File: src/rtl/muldiv_unit.sv
// Iterative multiply/divide unit: shift-add multiply, restoring divide.
// Ports: clk, reset (sync, active-low), start/op/a/b request; busy,
//   done (1-cycle pulse), div_zero, hi/lo results (product or rem/quot).
module muldiv_unit #(
    parameter int WIDTH = 32,
    parameter int CNT_W = $clog2(WIDTH)
) (
    input  logic             clk,
    input  logic             reset,
    input  logic             start,
    input  logic [1:0]       op,
    input  logic [WIDTH-1:0] a,
    input  logic [WIDTH-1:0] b,
    output logic             busy,
    output logic             done,
    output logic             div_zero,
    output logic [WIDTH-1:0] hi,
    output logic [WIDTH-1:0] lo
);

    typedef enum logic [1:0] {
        S_IDLE,
        S_CALC,
        S_FIX,
        S_DONE
    } state_t;

    state_t state;
    state_t state_n;

    logic [CNT_W-1:0]   cnt;
    logic               is_div;
    logic               neg_q;
    logic               neg_r;
    logic [WIDTH-1:0]   md;
    logic [2*WIDTH-1:0] acc;

    logic             signed_op;
    logic             a_neg;
    logic             b_neg;
    logic [WIDTH-1:0] mag_a;
    logic [WIDTH-1:0] mag_b;
    logic             b_zero;

    assign signed_op = ~op[0];
    assign a_neg     = signed_op & a[WIDTH-1];
    assign b_neg     = signed_op & b[WIDTH-1];
    assign mag_a     = a_neg ? -a : a;
    assign mag_b     = b_neg ? -b : b;
    assign b_zero    = op[1] && (b == '0);

    // Multiply step: acc = {partial product, remaining multiplier bits}.
    // The add is WIDTH+1 bits so the carry shifts into the top on the
    // right shift.
    logic [WIDTH:0]     mul_sum;
    logic [2*WIDTH-1:0] mul_next;

    assign mul_sum  = {1'b0, acc[2*WIDTH-1:WIDTH]}
                    + (acc[0] ? {1'b0, md} : '0);
    assign mul_next = {mul_sum, acc[WIDTH-1:1]};

    // Divide step: acc = {partial remainder, dividend/quotient bits}.
    // Quotient bits enter at the bottom as dividend bits leave the top.
    logic [WIDTH:0]     div_trial;
    logic               div_ge;
    logic [WIDTH-1:0]   div_sub;
    logic [WIDTH-1:0]   div_rem;
    logic [2*WIDTH-1:0] div_next;

    assign div_trial = {acc[2*WIDTH-1:WIDTH], acc[WIDTH-1]};
    assign div_ge    = div_trial >= {1'b0, md};
    // The true difference is below md, so it fits in WIDTH bits.
    assign div_sub   = div_trial[WIDTH-1:0] - md;
    assign div_rem   = div_ge ? div_sub : div_trial[WIDTH-1:0];
    assign div_next  = {div_rem, acc[WIDTH-2:0], div_ge};

    logic [WIDTH-1:0]   q_fix;
    logic [WIDTH-1:0]   r_fix;
    logic [2*WIDTH-1:0] p_fix;

    assign q_fix = neg_q ? -acc[WIDTH-1:0] : acc[WIDTH-1:0];
    assign r_fix = neg_r ? -acc[2*WIDTH-1:WIDTH] : acc[2*WIDTH-1:WIDTH];
    assign p_fix = neg_q ? -acc : acc;

    always_ff @(posedge clk) begin
        if (!reset) begin
            state <= S_IDLE;
        end else begin
            state <= state_n;
        end
    end

    always_comb begin
        state_n = state;
        unique case (state)
            S_IDLE: begin
                if (start) begin
                    state_n = b_zero ? S_DONE : S_CALC;
                end
            end
            S_CALC: begin
                if (cnt == '0) begin
                    state_n = S_FIX;
                end
            end
            S_FIX:  state_n = S_DONE;
            S_DONE: state_n = S_IDLE;
        endcase
    end

    always_comb begin
        busy = (state != S_IDLE);
        done = (state == S_DONE);
    end

    always_ff @(posedge clk) begin
        if (!reset) begin
            cnt      <= '0;
            is_div   <= 1'b0;
            neg_q    <= 1'b0;
            neg_r    <= 1'b0;
            md       <= '0;
            acc      <= '0;
            div_zero <= 1'b0;
            hi       <= '0;
            lo       <= '0;
        end else begin
            unique case (state)
                S_IDLE: begin
                    if (start) begin
                        is_div   <= op[1];
                        div_zero <= b_zero;
                        neg_q    <= a_neg ^ b_neg;
                        neg_r    <= a_neg;
                        cnt      <= CNT_W'(WIDTH - 1);
                        md       <= op[1] ? mag_b : mag_a;
                        acc      <= {{WIDTH{1'b0}},
                                     (op[1] ? mag_a : mag_b)};
                    end
                end
                S_CALC: begin
                    acc <= is_div ? div_next : mul_next;
                    if (cnt != '0) begin
                        cnt <= cnt - 1'b1;
                    end
                end
                S_FIX: begin
                    if (is_div) begin
                        hi <= r_fix;
                        lo <= q_fix;
                    end else begin
                        {hi, lo} <= p_fix;
                    end
                end
                S_DONE: ;
            endcase
        end
    end

endmodule

File: config.mk
export PLATFORM = sky130hd
export DESIGN_NAME = muldiv_unit
export DESIGN_NICKNAME = d
export VERILOG_FILES = /design/src/rtl/muldiv_unit.sv
export SDC_FILE = /design/constraint.sdc
export NUM_CORES = 1
export LEC_CHECK = 0
export CORE_ASPECT_RATIO = 2
export CORE_MARGIN = 8
export CORE_UTILIZATION = 35
export DETAILED_ROUTE_END_ITERATION = 10
export PLACE_DENSITY = 0.53
export SLEW_MARGIN = 40
export SYNTH_ARGS = -nofsm -noshare
export SYNTH_HDL_FRONTEND = slang
export SYNTH_SLANG_ARGS = --single-unit
File: constraint.sdc
create_clock -name clk -period 9.55 [get_ports clk]
set_input_delay 0.955 -clock clk [delete_from_list [all_inputs] [get_ports clk]]
set_output_delay 0.955 -clock clk [all_outputs]
set_load 0.01 [all_outputs]
# Word-level counts from Yosys, hierarchy flattened

Index checks and enable logic that the tools add are counted.

Register bits after elaboration: 171
Bits of input ports: 69
Output and inout port bits: 67
Word-level logic and storage cells: 61

Add/subtract/negate cells: 8
Magnitude comparators: 1
Equality and inequality tests: 6
Muxes and demuxes: 21
Bitwise logic cells: 4
Reductions and logical operators: 11

Operator list:

| cell                                                                   | count |
|---|---|
| 32-bit 2-to-1 mux                                                      | 10 |
| 64-bit 2-to-1 mux                                                      | 3 |
| 32-bit negator                                                         | 4 |
| 64-bit case mux with 2 select lines                                    | 1 |
| 64-bit negator                                                         | 1 |
| 32-bit by 32-bit adder with 33-bit output                              | 1 |
| 33-bit by 32-bit greater-or-equal comparator with 1-bit output         | 1 |
| 32-bit logical NOT                                                     | 1 |
| 32-bit subtractor                                                      | 1 |
| 5-bit 2-to-1 mux                                                       | 2 |
| 5-bit case mux with 2 select lines                                     | 1 |
| 2-bit case mux with 4 select lines                                     | 1 |
| 2-bit 2-to-1 mux                                                       | 3 |
| 2-bit != test (second input constant)                                  | 3 |
| 2-bit AND reduction                                                    | 3 |
| 5-bit logical NOT                                                      | 1 |
| 5-bit nonzero test                                                     | 1 |
| 5-bit by 1-bit subtractor with 5-bit output (second input constant)    | 1 |
| 2-bit equality test (second input constant)                            | 2 |
| 2-bit nonzero test                                                     | 2 |
| 3-bit AND reduction                                                    | 1 |
| 1-bit bitwise AND                                                      | 2 |
| 2-bit by 1-bit equality test with 1-bit output (second input constant) | 1 |
| 2-bit logical NOT                                                      | 1 |
| 3 further kinds                                                        | 3 |

# Depth between registers and ports, before layout

Depth after elaboration: 6
Depth in mapped cells: 14
Mapped depth without buffers: 13

# Worst setup path before layout

No wires, ideal clock.

Path kind: reg-to-reg
Start point: register acc[0]
End point: register acc[63]
Arrival time: 3092 ps
Path slack: 6342 ps
Cell stages (with the launch flop): 14
Buffers on the path: 1
Clock period less this slack: 3208 ps
Cells stage by stage: dfxtp_1 -> inv_1 -> buf_1 -> nor2_1 -> ha_1 -> a2111oi_0 -> nor2b_1 -> a211oi_1 -> a31oi_1 -> o21bai_1 -> a211oi_1 -> o21ai_0 -> a21bo_2 -> a41o_1

Cells in the longest elaborated chain, start to end: 4

RTL lines:

| what                                      | line | RTL |
|---|---|---|
| start: declaration                        | 36   | `logic [2*WIDTH-1:0] acc;` |
| start signal: assignment                  | 137  | `acc <= {{WIDTH{1'b0}},` |
| start signal: assignment                  | 142  | `acc <= is_div ? div_next : mul_next;` |
| 32-bit 2-to-1 mux                         | 59   | `+ (acc[0] ? {1'b0, md} : '0);` |
| 32-bit by 32-bit adder with 33-bit output | 59   |  |
| 64-bit 2-to-1 mux                         | 142  |  |
| 64-bit case mux with 2 select lines       | 128  | `unique case (state)` |

Every way passes these cells.
A chain may end at the register's enable or synchronous reset.

# Worst setup path in the final report

Same ends and word-level chain as after synthesis.

==> flow_summary.toml <==
[outcome]
status = "complete, no violations"

[sta]
maxSlewHeadroom_pct = 40.77
period_share_pct = 42.29
max_freq_ghz = 0.2476
setup-violations-final = 0
period_minus_slack_ns = 4.038
finalHoldViolCount = 0
hold_ws_ns = 0.4518
drv_slew = 0
tightest_slew_ns = 0.8875
fin_skew_ns = 0.01225
rsz0062_at_grt = "false"
setup_tns_ns = 0

[clocking]
clkSinkCount = 171
clk_latency_ns = 0.46
cts_hold_buf = 0
cts_max_level = 4
numCtsBuffers = 17
ctsResizeCount = 0
postCtsSetupBuffers = 0
cts_tree = "yes"
clk_pin_slew_ns = 0.08
clockRootBuffer = "clkbuf_16"
cts.path.max_buffers = 2

[synthesis]
synth_area_sq_um = 14320
synth.ff_latch_count = 171
async_flop_share_pct = 0
synth_nets = 2103
syn_inst = 1957
yosysSeqAreaShare_pct = 23.91
ys_warn_count = 0
postSynthAreaPerCell_sq_um = 7.316
ys_types = 76
synth_edf_count = 0
synth_ff_type = "dfxtp_1"

[critical_path]
crit_required_ns = 9.95
arrival_ns = 4.44
r2r_start = "acc[0]"
critPathLaunchType = "register"
reg2reg_to = "acc[63]"
crit_type = "register to register"
cp-end-kind = "register"
critPathMaxFanout = 7
rr_worst_depth = 13
r2r_slack_ns = 5.51

[drt]
drt_iter0_drc = 970
viasPerCell = 5.597
wl_per_cell_um = 20.40
first_pass_iters = 6
drc = 0
ant_nets = 0
drt_wl_total_um = 52140
vias = 14310

[min_path]
min_from = "md[21]"
worstHoldPathCells = 2
hold-path-endpoint = "md[21]"
hold_path.class = "register to register"

[job]
maxCapViolCount = 0

[layout]
n_fill_cell = 4341
multi_input_area_sq_um = 10190
final_cell_mix = "nor2_1 (250), a21oi_1 (193), nand2_1 (170), dfxtp_1 (170), o21ai_0 (138)"
diodes = 0
final_common_cell = "nor2_1"
drive_gt1_share_pct = 5.393
syn_to_final_growth_pct = 16.43
regArea_sq_um = 3427
num-nets-final = 2154

[grt]
grt-ovfl-total = 0
grt_pass1_vias = 13620
antenna_found_initial = 0
grt_max_degree = 93
grt_pass1_wl_um = 80740
grt_use_total_pct = 21.15

[place]
dpl.hpwl_um = 39820
port_buffers = 135
finalWeightedCongestion = 0.9403

[pwr]
p_leak_nw = 6.430
ir_worst_vdd_v = 0.0002028
powerDensity_nw_per_um2 = 225.4

[die]
row_count = 105
core_sq_um = 40730
die_x_um = 159.0
fp.dieH_um = 302.0
die_area_sq_um = 48030
start_util_pct = 35.16
ios = 136
-- area by class of cell --
class	count	area share, %
clock inverter	15	1.178
tap	535	4.016
inverter	76	1.719
clock buffer	17	2.552
sequential	171	20.56
timing repair buffer	151	8.842
multi-input combinational	1591	61.13
-- critical path, stage by stage (launching register included) --
cell      delay (ns)
dfxtp_1         0.50
and2_1          0.18
ha_1            0.21
inv_1           0.07
fa_1            0.41
nor2b_1         0.17
o211ai_1        0.15
a211oi_1        0.68
a31oi_1         0.30
o21bai_1        0.38
a211oi_1        0.17
o21ai_0         0.40
a21bo_2         0.22
a41o_1          0.15
-- synth_stat cells, types with 8 or more instances --
master    count  area, sq um
nand3_1      23        115.1
dfxtp_1     171         3423
o31ai_1      15        112.6
nor2_1      252        945.9
or3_1        20        125.1
nand2b_1     22        137.6
a21oi_1     195        975.9
and2_1        9        56.30
or4_1        12        90.09
and3_1       10        62.56
a31oi_1      19        118.9
mux2i_1      49        490.5
o41ai_1       9        78.83
nand3b_1     10        75.07
a311oi_1      8        70.07
a21o_1       30        225.2
clkbuf_1    104        390.4
nand4_1      14        87.58
nor4_1       15        93.84
xor2_1       80        700.7
o21ai_0     139        695.7
buf_1         8        30.03
nor2b_1      15        93.84
inv_1        74        277.8
xnor2_1      87        762.0
nor3b_1       9        67.56
ha_1         75        938.4
a22oi_1      11        82.58
nor3_1       58        290.3
o21a_1       12        90.09
mux2_2       22        247.7
nand2_1     170        638.1
o211ai_1     22        165.2
a211oi_1     87        653.1
-- state kept, by name (all words and copies together), names as in the netlist --
signal,flops
hi,32
md,32
acc,64
cnt,5
lo,32
neg_r,1
neg_q,1
is_div,1
state,2
div_zero,1
-- kinds of logic after synthesis --
| logic type | count (synthesis) | share of synthesized area [%] |
|---|---|---|
| AND/OR/NAND/NOR | 665 | 21.72 |
| AO/OA/AOI/OAI | 611 | 26.95 |
| buffers and inverters | 195 | 5.217 |
| flip-flops | 171 | 23.91 |
| XOR/XNOR | 167 | 10.22 |
| adder cells (fa/ha/maj) | 77 | 6.834 |
| multiplexers | 71 | 5.156 |
-- stage by stage --
step / total power, mW / setup WS (ns) / utilization (%) / cell area, sq um / std cells
finish: 3.757 / 5.512 / 40.93 / 16670 / 2556
global route: 4.020 / 5.237 / 40.93 / 16670 / 2556
CTS: 3.772 / 5.538 / 40.91 / 16660 / 2556
detailed placement: 3.015 / 5.552 / 39.38 / 16040 / 2524
global placement: 3.017 / 5.590 / 39.35 / 16030 / 2524
floorplan: 2.373 / 6.342 / - / 14320 / 1957
-- where the power goes --
part           internal (mW)  total (mW)  leakage, nW  switching [mW]
combinational          0.758        1.95         4.73            1.19
clock                  0.379       0.744        0.299           0.365
sequential             0.871        1.06         1.40           0.191
total                   2.01        3.76         6.43            1.75
-- worst max-delay path by stage --
stage	startpoint	end	slack, ns	cells after the start
2_1_floorplan	acc[0]	acc[63]	6.34	13
5_1_grt	acc[0]	acc[63]	5.24	12
6_report	acc[0]	acc[63]	5.51	13
4_1_cts	acc[0]	acc[63]	5.54	13
3_3_place_gp	b[4]	acc[27]	5.59	10
3_5_place_dp	b[4]	acc[27]	5.55	10
-- per-layer routing --
metal | wire length [um] | vias to the layer above | share of wire (%) | global-route usage, %
met1 | 22860 | 6657 | 44 | 26.63
li1 | - | 7140 | - | -
met4 | 2059 | 0 | 3.9 | 9.431
met2 | 24780 | 439 | 48 | 35.43
met5 | 0 | - | 0 | 0
met3 | 2436 | 70 | 4.7 | 2.956
Power figures use the tool's default switching activity.
